<file path="src/rtl/bcd_pkg.sv">
// Shared definitions for the sequential binary-to-BCD converter: default sizes,
// FSM encoding, the double-dabble correction threshold and a sizing check.
package bcd_pkg;

   localparam int W_DEF      = 16;
   localparam int DIGITS_DEF = 5;

   typedef enum logic {
      IDLE    = 1'b0,
      CONVERT = 1'b1
   } state_t;

   localparam logic [3:0] ADD3_THRESH = 4'd5;

   // True when 10^d >= 2^w, i.e. d decimal digits can hold any w-bit value.
   function automatic bit digits_ok(input int w, input int d);
      real p2;
      real p10;
      p2  = 1.0;
      p10 = 1.0;
      for (int i = 0; i < w; i++) p2 = p2 * 2.0;
      for (int i = 0; i < d; i++) p10 = p10 * 10.0;
      return (p10 >= p2);
   endfunction

endpackage

</file>
<file path="src/rtl/bcd_add3.sv">
// Double-dabble digit correction: a BCD digit of 5 or more gets 3 added so the
// following left shift carries correctly into the next decimal digit.
module bcd_add3
   import bcd_pkg::*;
(
   input  logic [3:0] din,
   output logic [3:0] dout
);

   assign dout = (din >= ADD3_THRESH) ? din + 4'd3 : din;

endmodule

</file>
<file path="src/rtl/bcd_converter.sv">
// Sequential double-dabble binary-to-BCD converter, one bit per clock.
// Define BCD_CONVERTER_BLANK_EN to build the registered leading-zero blank mask.
module bcd_converter
   import bcd_pkg::*;
#(
   parameter int w      = W_DEF,
   parameter int digits = DIGITS_DEF
) (
   input  logic                  clk,
   input  logic                  reset,
   input  logic                  start,
   input  logic [w-1:0]          bin,
   output logic                  busy,
   output logic                  done,
   output logic [4*digits-1:0]   bcd,
   output logic [digits-1:0]     blank
);

   localparam int CNT_W = $clog2(w + 1);
   localparam int BCD_W = 4 * digits;

   if (!digits_ok(w, digits)) begin : g_size_check
      $error("bcd_converter: digits=%0d cannot represent %0d-bit values", digits, w);
   end

   state_t            state;
   state_t            state_next;
   logic [CNT_W-1:0]  cnt;
   logic [BCD_W-1:0]  scratch;
   logic [BCD_W-1:0]  scratch_adj;
   logic [w-1:0]      bin_sr;
   logic              accept;
   logic              step;
   logic              last_step;

   // busy drops one cycle before done, so a start seen in the final cycle
   // overlaps the result write-back and sustains one result per w+1 cycles.
   assign accept    = start && !busy;
   assign step      = (state == CONVERT) && (cnt != '0);
   assign last_step = (state == CONVERT) && (cnt == '0);

   for (genvar i = 0; i < digits; i++) begin : g_add3
      bcd_add3 u_add3 (
         .din  (scratch[4*i +: 4]),
         .dout (scratch_adj[4*i +: 4])
      );
   end

   always_ff @(posedge clk or negedge reset) begin
      if (!reset) begin
         state <= IDLE;
      end else begin
         state <= state_next;
      end
   end

   always_comb begin
      state_next = state;
      case (state)
         IDLE: begin
            if (accept) state_next = CONVERT;
         end
         CONVERT: begin
            if (last_step && !accept) state_next = IDLE;
         end
         default: state_next = IDLE;
      endcase
   end

   always_ff @(posedge clk or negedge reset) begin
      if (!reset) begin
         cnt     <= '0;
         scratch <= '0;
         bin_sr  <= '0;
         busy    <= 1'b0;
         done    <= 1'b0;
         bcd     <= '0;
      end else begin
         done <= last_step;
         if (last_step) begin
            bcd <= scratch;
         end
         if (accept) begin
            bin_sr  <= bin;
            scratch <= '0;
            cnt     <= CNT_W'(w);
            busy    <= 1'b1;
         end else if (step) begin
            {scratch, bin_sr} <= {scratch_adj, bin_sr} << 1;
            cnt               <= cnt - CNT_W'(1);
            busy              <= (cnt != CNT_W'(1));
         end
      end
   end

`ifdef BCD_CONVERTER_BLANK_EN
   logic [digits-1:0] zero_above;

   // zero_above[i] is set when digit i and every higher digit are zero.
   always_comb begin
      zero_above = '0;
      zero_above[digits-1] = (scratch[BCD_W-1 -: 4] == 4'd0);
      for (int i = digits - 2; i >= 0; i--) begin
         zero_above[i] = zero_above[i+1] && (scratch[4*i +: 4] == 4'd0);
      end
   end

   always_ff @(posedge clk or negedge reset) begin
      if (!reset) begin
         blank <= '0;
      end else if (last_step) begin
         blank <= zero_above & ~digits'(1);
      end
   end
`else
   assign blank = '0;
`endif

endmodule

</file>
<file path="config.mk">
export PLATFORM = sky130hd
export DESIGN_NAME = bcd_converter
export DESIGN_NICKNAME = d
export VERILOG_FILES = /design/src/rtl/bcd_pkg.sv /design/src/rtl/bcd_add3.sv /design/src/rtl/bcd_converter.sv
export SDC_FILE = /design/constraint.sdc
export NUM_CORES = 1
export LEC_CHECK = 0
export ABC_CLOCK_PERIOD_IN_PS = 2800
export CORE_MARGIN = 3
export CORE_UTILIZATION = 56
export CTS_BUF_LIST = sky130_fd_sc_hd__clkbuf_8
export DETAILED_ROUTE_END_ITERATION = 7
export PLACE_DENSITY = 0.83
export SLEW_MARGIN = 5
export SYNTH_ARGS = -nofsm -noshare
export SYNTH_HDL_FRONTEND = slang
export SYNTH_SLANG_ARGS = --single-unit
</file>
<file path="constraint.sdc">
create_clock -name clk -period 2.8 [get_ports clk]
set_clock_uncertainty 0.2 [all_clocks]
set_input_delay 0.56 -clock clk [delete_from_list [all_inputs] [get_ports clk]]
set_output_delay 0.56 -clock clk [all_outputs]
set_load 0.01 [all_outputs]
</file>
==> results.txt <==
----------------------------------------------------
[CTS]
  Clk pin slew, worst setup/hold paths ... 60 ps
  CTS max path bufs ... 2
  Number of resized instances in the post-cts repair step ... 0
  TritonCTS clock tree ... yes
  Number of setup buffers added after CTS ... 0
  Deepest level of the CTS H-tree ... 3
  CTS Sinks ... 64
  Hold buffers post-CTS ... 0
  Root cell of the clock tree ... sky130_fd_sc_hd__clkbuf_8
  Number of buffers inserted during clock tree synthesis ... 9
  Skew-Pair Late Insertion Delay ... 330 ps

[STA]
  Final setup TNS ... 0 ps
  Normalized max-slew margin ... 44.2%
  Final hold vios ... 0
  Upper clock frequency limit ... 425 MHz
  Unrepaired setup endpoints after global routing ... no
  Least-Margin Pin Slew ... 837 ps
  Final setup violating endpoints ... 0
  Final Slew Violations ... 0
  Final Cycle Share ... 84.0%
  Time the worst path needs with I/O delays and setup ... 2350 ps
  Minimum hold slack ... 33.6 ps

[Layout]
  Top library cells by usage in the layout, fill and taps aside ... sky130_fd_sc_hd__dfrtp_1 (64), sky130_fd_sc_hd__nand3_1 (57), sky130_fd_sc_hd__clkdlybuf4s50_1 (39), sky130_fd_sc_hd__nand2_1 (35), sky130_fd_sc_hd__o21ai_0 (30)
  Fraction of final layout cells sized beyond drive strength 1 ... 12.7%
  Layout area overhead ... 20.4%
  Antenna diode count ... 0
  Final net count ... 388
  Filler cells ... 379
  Most common library cell in the layout ignoring fill and taps ... sky130_fd_sc_hd__dfrtp_1
  Final core utilization ... 71.5%

[Worst setup path]
  Largest stage delay on the critical path ... 560 ps
  Endpoint required time on the critical path ... 2790 ps
  Cells traversed along the worst timing path ... inv_1 > ha_1 > or4b_1 > and2_4 > nand2_1 > o21ai_0
  Worst setup path start ... cnt[0]$_DFFE_PN0P_
  Reg2Reg Launch Point ... cnt[0]$_DFFE_PN0P_
  Worst reg-to-reg setup slack ... 450 ps
  Cell count of the worst reg-to-reg path ... 6
  WS Path Type ... reg2reg
  Slowest cell on the critical path ... sky130_fd_sc_hd__or4b_1
  Startpoint class of the critical path ... flop
  FF-to-FF End ... scratch[6]$_DFFE_PN0P_
  Data arrival time at the worst-slack endpoint ... 2350 ps
  Highest net fanout along the worst path ... 33
  End point of the critical path ... scratch[6]$_DFFE_PN0P_
  Nature of the critical path endpoint ... flop

[Die]
  Area of the die ... 6480 µm²
  Floorplan Core Area ... 5240 µm²
  Row cnt ... 26
  DIE WIDTH ... 80.5 µm
  Die Height ... 80.5 µm
  Io pins ... 46
  Initial core utilization ... 59.4%

[Route]
  Routed via count divided by cell count ... 5.44
  Post-route DRC ... 0
  Drt first pass iters ... 4
  First DRT Iteration DRCs ... 89
  Wirelength per Cell ... 13.2 µm
  Vias after detailed routing ... 2349
  Residual antenna-violating net count after detailed routing ... 0
  Wire length reported by the detailed router ... 5.72 mm

[Logic synthesis]
  Flip-flop and latch count after synthesis ... 64
  Share of the synthesized area in the top cell type ... 51.5%
  Cell taking the most area after synthesis ... sky130_fd_sc_hd__dfrtp_1
  Cell area after synthesis ... 3110 µm²
  Sequential fraction of the synthesis area ... 51.5%
  Synthesis warning total ... 0
  Synthesized netlist cell count ... 319
  Mean instance size in the synthesized netlist ... 9.75 µm²
  Synth top area cells ... sky130_fd_sc_hd__dfrtp_1 (52%), sky130_fd_sc_hd__nand3_1 (9.2%), sky130_fd_sc_hd__mux2_2 (5.4%)
  Number of distinct library cell variants in the gate-level netlist after synthesis ... 35

[Placed design]
  Final weighted congestion of routability-driven global placement ... 0.801
  Detailed-placement wirelength estimate ... 3.86 mm
  Count of port buffers added during placement ... 40

[Run status]
  Result of the run ... complete, no violations

[Pwr]
  Leakage ... 1.71 nW
  Post-layout power ... 0.00425 W
  Total power divided by cell area ... 1140 nW/µm²
  Peak supply drop ... 0.581 mV

[GRT]
  Global route overflow ... 0
  First-pass GRT wire length ... 9.78 mm
  Initial antenna violation count ... 0
  Maximum number of pins on one net before global-route repair ... 65
  Vias in the first global route ... 2245
  Overall routing resource usage ... 19.6%

[Worst hold path]
  Class of the tightest hold or removal check ... in2async

[Job]
  Reported max-cap violation count ... 0

----------------------------------------------------
## worst min path at each step
stage,start,endpoint,cells past startpoint
3_3_place_gp,bcd[8]$_DFFE_PN0P_,bcd[8]$_DFFE_PN0P_,2
2_1_floorplan,reset,bcd[0]$_DFFE_PN0P_,0
4_1_cts,reset,scratch[7]$_DFFE_PN0P_,2
6_report,reset,scratch[7]$_DFFE_PN0P_,2
3_5_place_dp,bcd[8]$_DFFE_PN0P_,bcd[8]$_DFFE_PN0P_,2
5_1_grt,reset,bin_sr[5]$_DFFE_PN0P_,2
## critical path, delay by kind of cell (launching register included)
kind / cells / cell delay, ps
AND/OR/NAND/NOR: 3 / 1160
flip-flops: 1 / 430
adder cells (fa/ha/maj): 1 / 180
AO/OA/AOI/OAI: 1 / 160
buffers and inverters: 1 / 80
## state kept, by name, summed over array words and instances (netlist names)
| signal | flops |
|---|---|
| cnt | 5 |
| bin_sr | 16 |
| done | 1 |
| bcd | 20 |
| state | 1 |
| busy | 1 |
| scratch | 20 |
## power breakdown
part	total [W]	switching [W]	internal [W]
Clock	0.000785	0.000334	0.000450
Sequential	0.00164	0.000311	0.00133
Combinational	0.00182	0.000924	0.000898
## final cells by class
class	instances	area, µm²	share of cell area (%)
clock buffers	11	151	4.05
clock inverters	5	47.5	1.27
inverters	13	48.8	1.30
multi-input cells	221	1330	35.4
flip-flops and latches	64	1600	42.8
well taps	70	87.6	2.34
repair buffers	48	480	12.8
## synthesized netlist by cell type, drive strengths merged
cell and n:
ha 12, a31oi 1, or4b 1, o21ai 35, nor2b 1, o221ai 1, nor2 10, clkbuf 10
dfrtp 64, mux2 15, nor4 1, buf 15, inv 13, nand4 1, nor3 1, xor2 2
nand3b 1, xnor2 5, and3 1, o211ai 1, a21oi 20, nor3b 4, nand2b 8, or3 1
nand2 36, nand3 57, and2 1, conb 1
## layer usage
metal	track usage [%]	share of wire, %
met3	4.48	4.7
met5	0	0
met1	24.4	46
met2	32.5	47
met4	8.95	2.0
## metrics by stage
| stage | instance area [µm²] | cells | worst slack, ps |
|---|---|---|---|
| 6_report | 3740 | 432 | 448 |
| 2_1_floorplan | 3120 | 323 | 708 |
| 3_5_place_dp | 3540 | 416 | 465 |
| 5_1_grt | 3740 | 432 | 300 |
| 4_1_cts | 3740 | 432 | 434 |
| 3_3_place_gp | 3540 | 416 | 565 |
## logic make-up (layout without fill, tap and decap cells)
logic type	Yosys count	after routing	share of synthesized area (%)
AOI/OAI and AO/OA	58	58	10.1
muxes	15	15	5.43
buffers and inverters	38	77	6.44
xor gates and xnor gates	7	7	2.21
and+or+nand+nor	124	124	19.4
DFF	64	64	51.5
adders and majority gates	12	12	4.83
other	1	5	0.121
No activity file was read; power rests on OpenSTA's default activity.
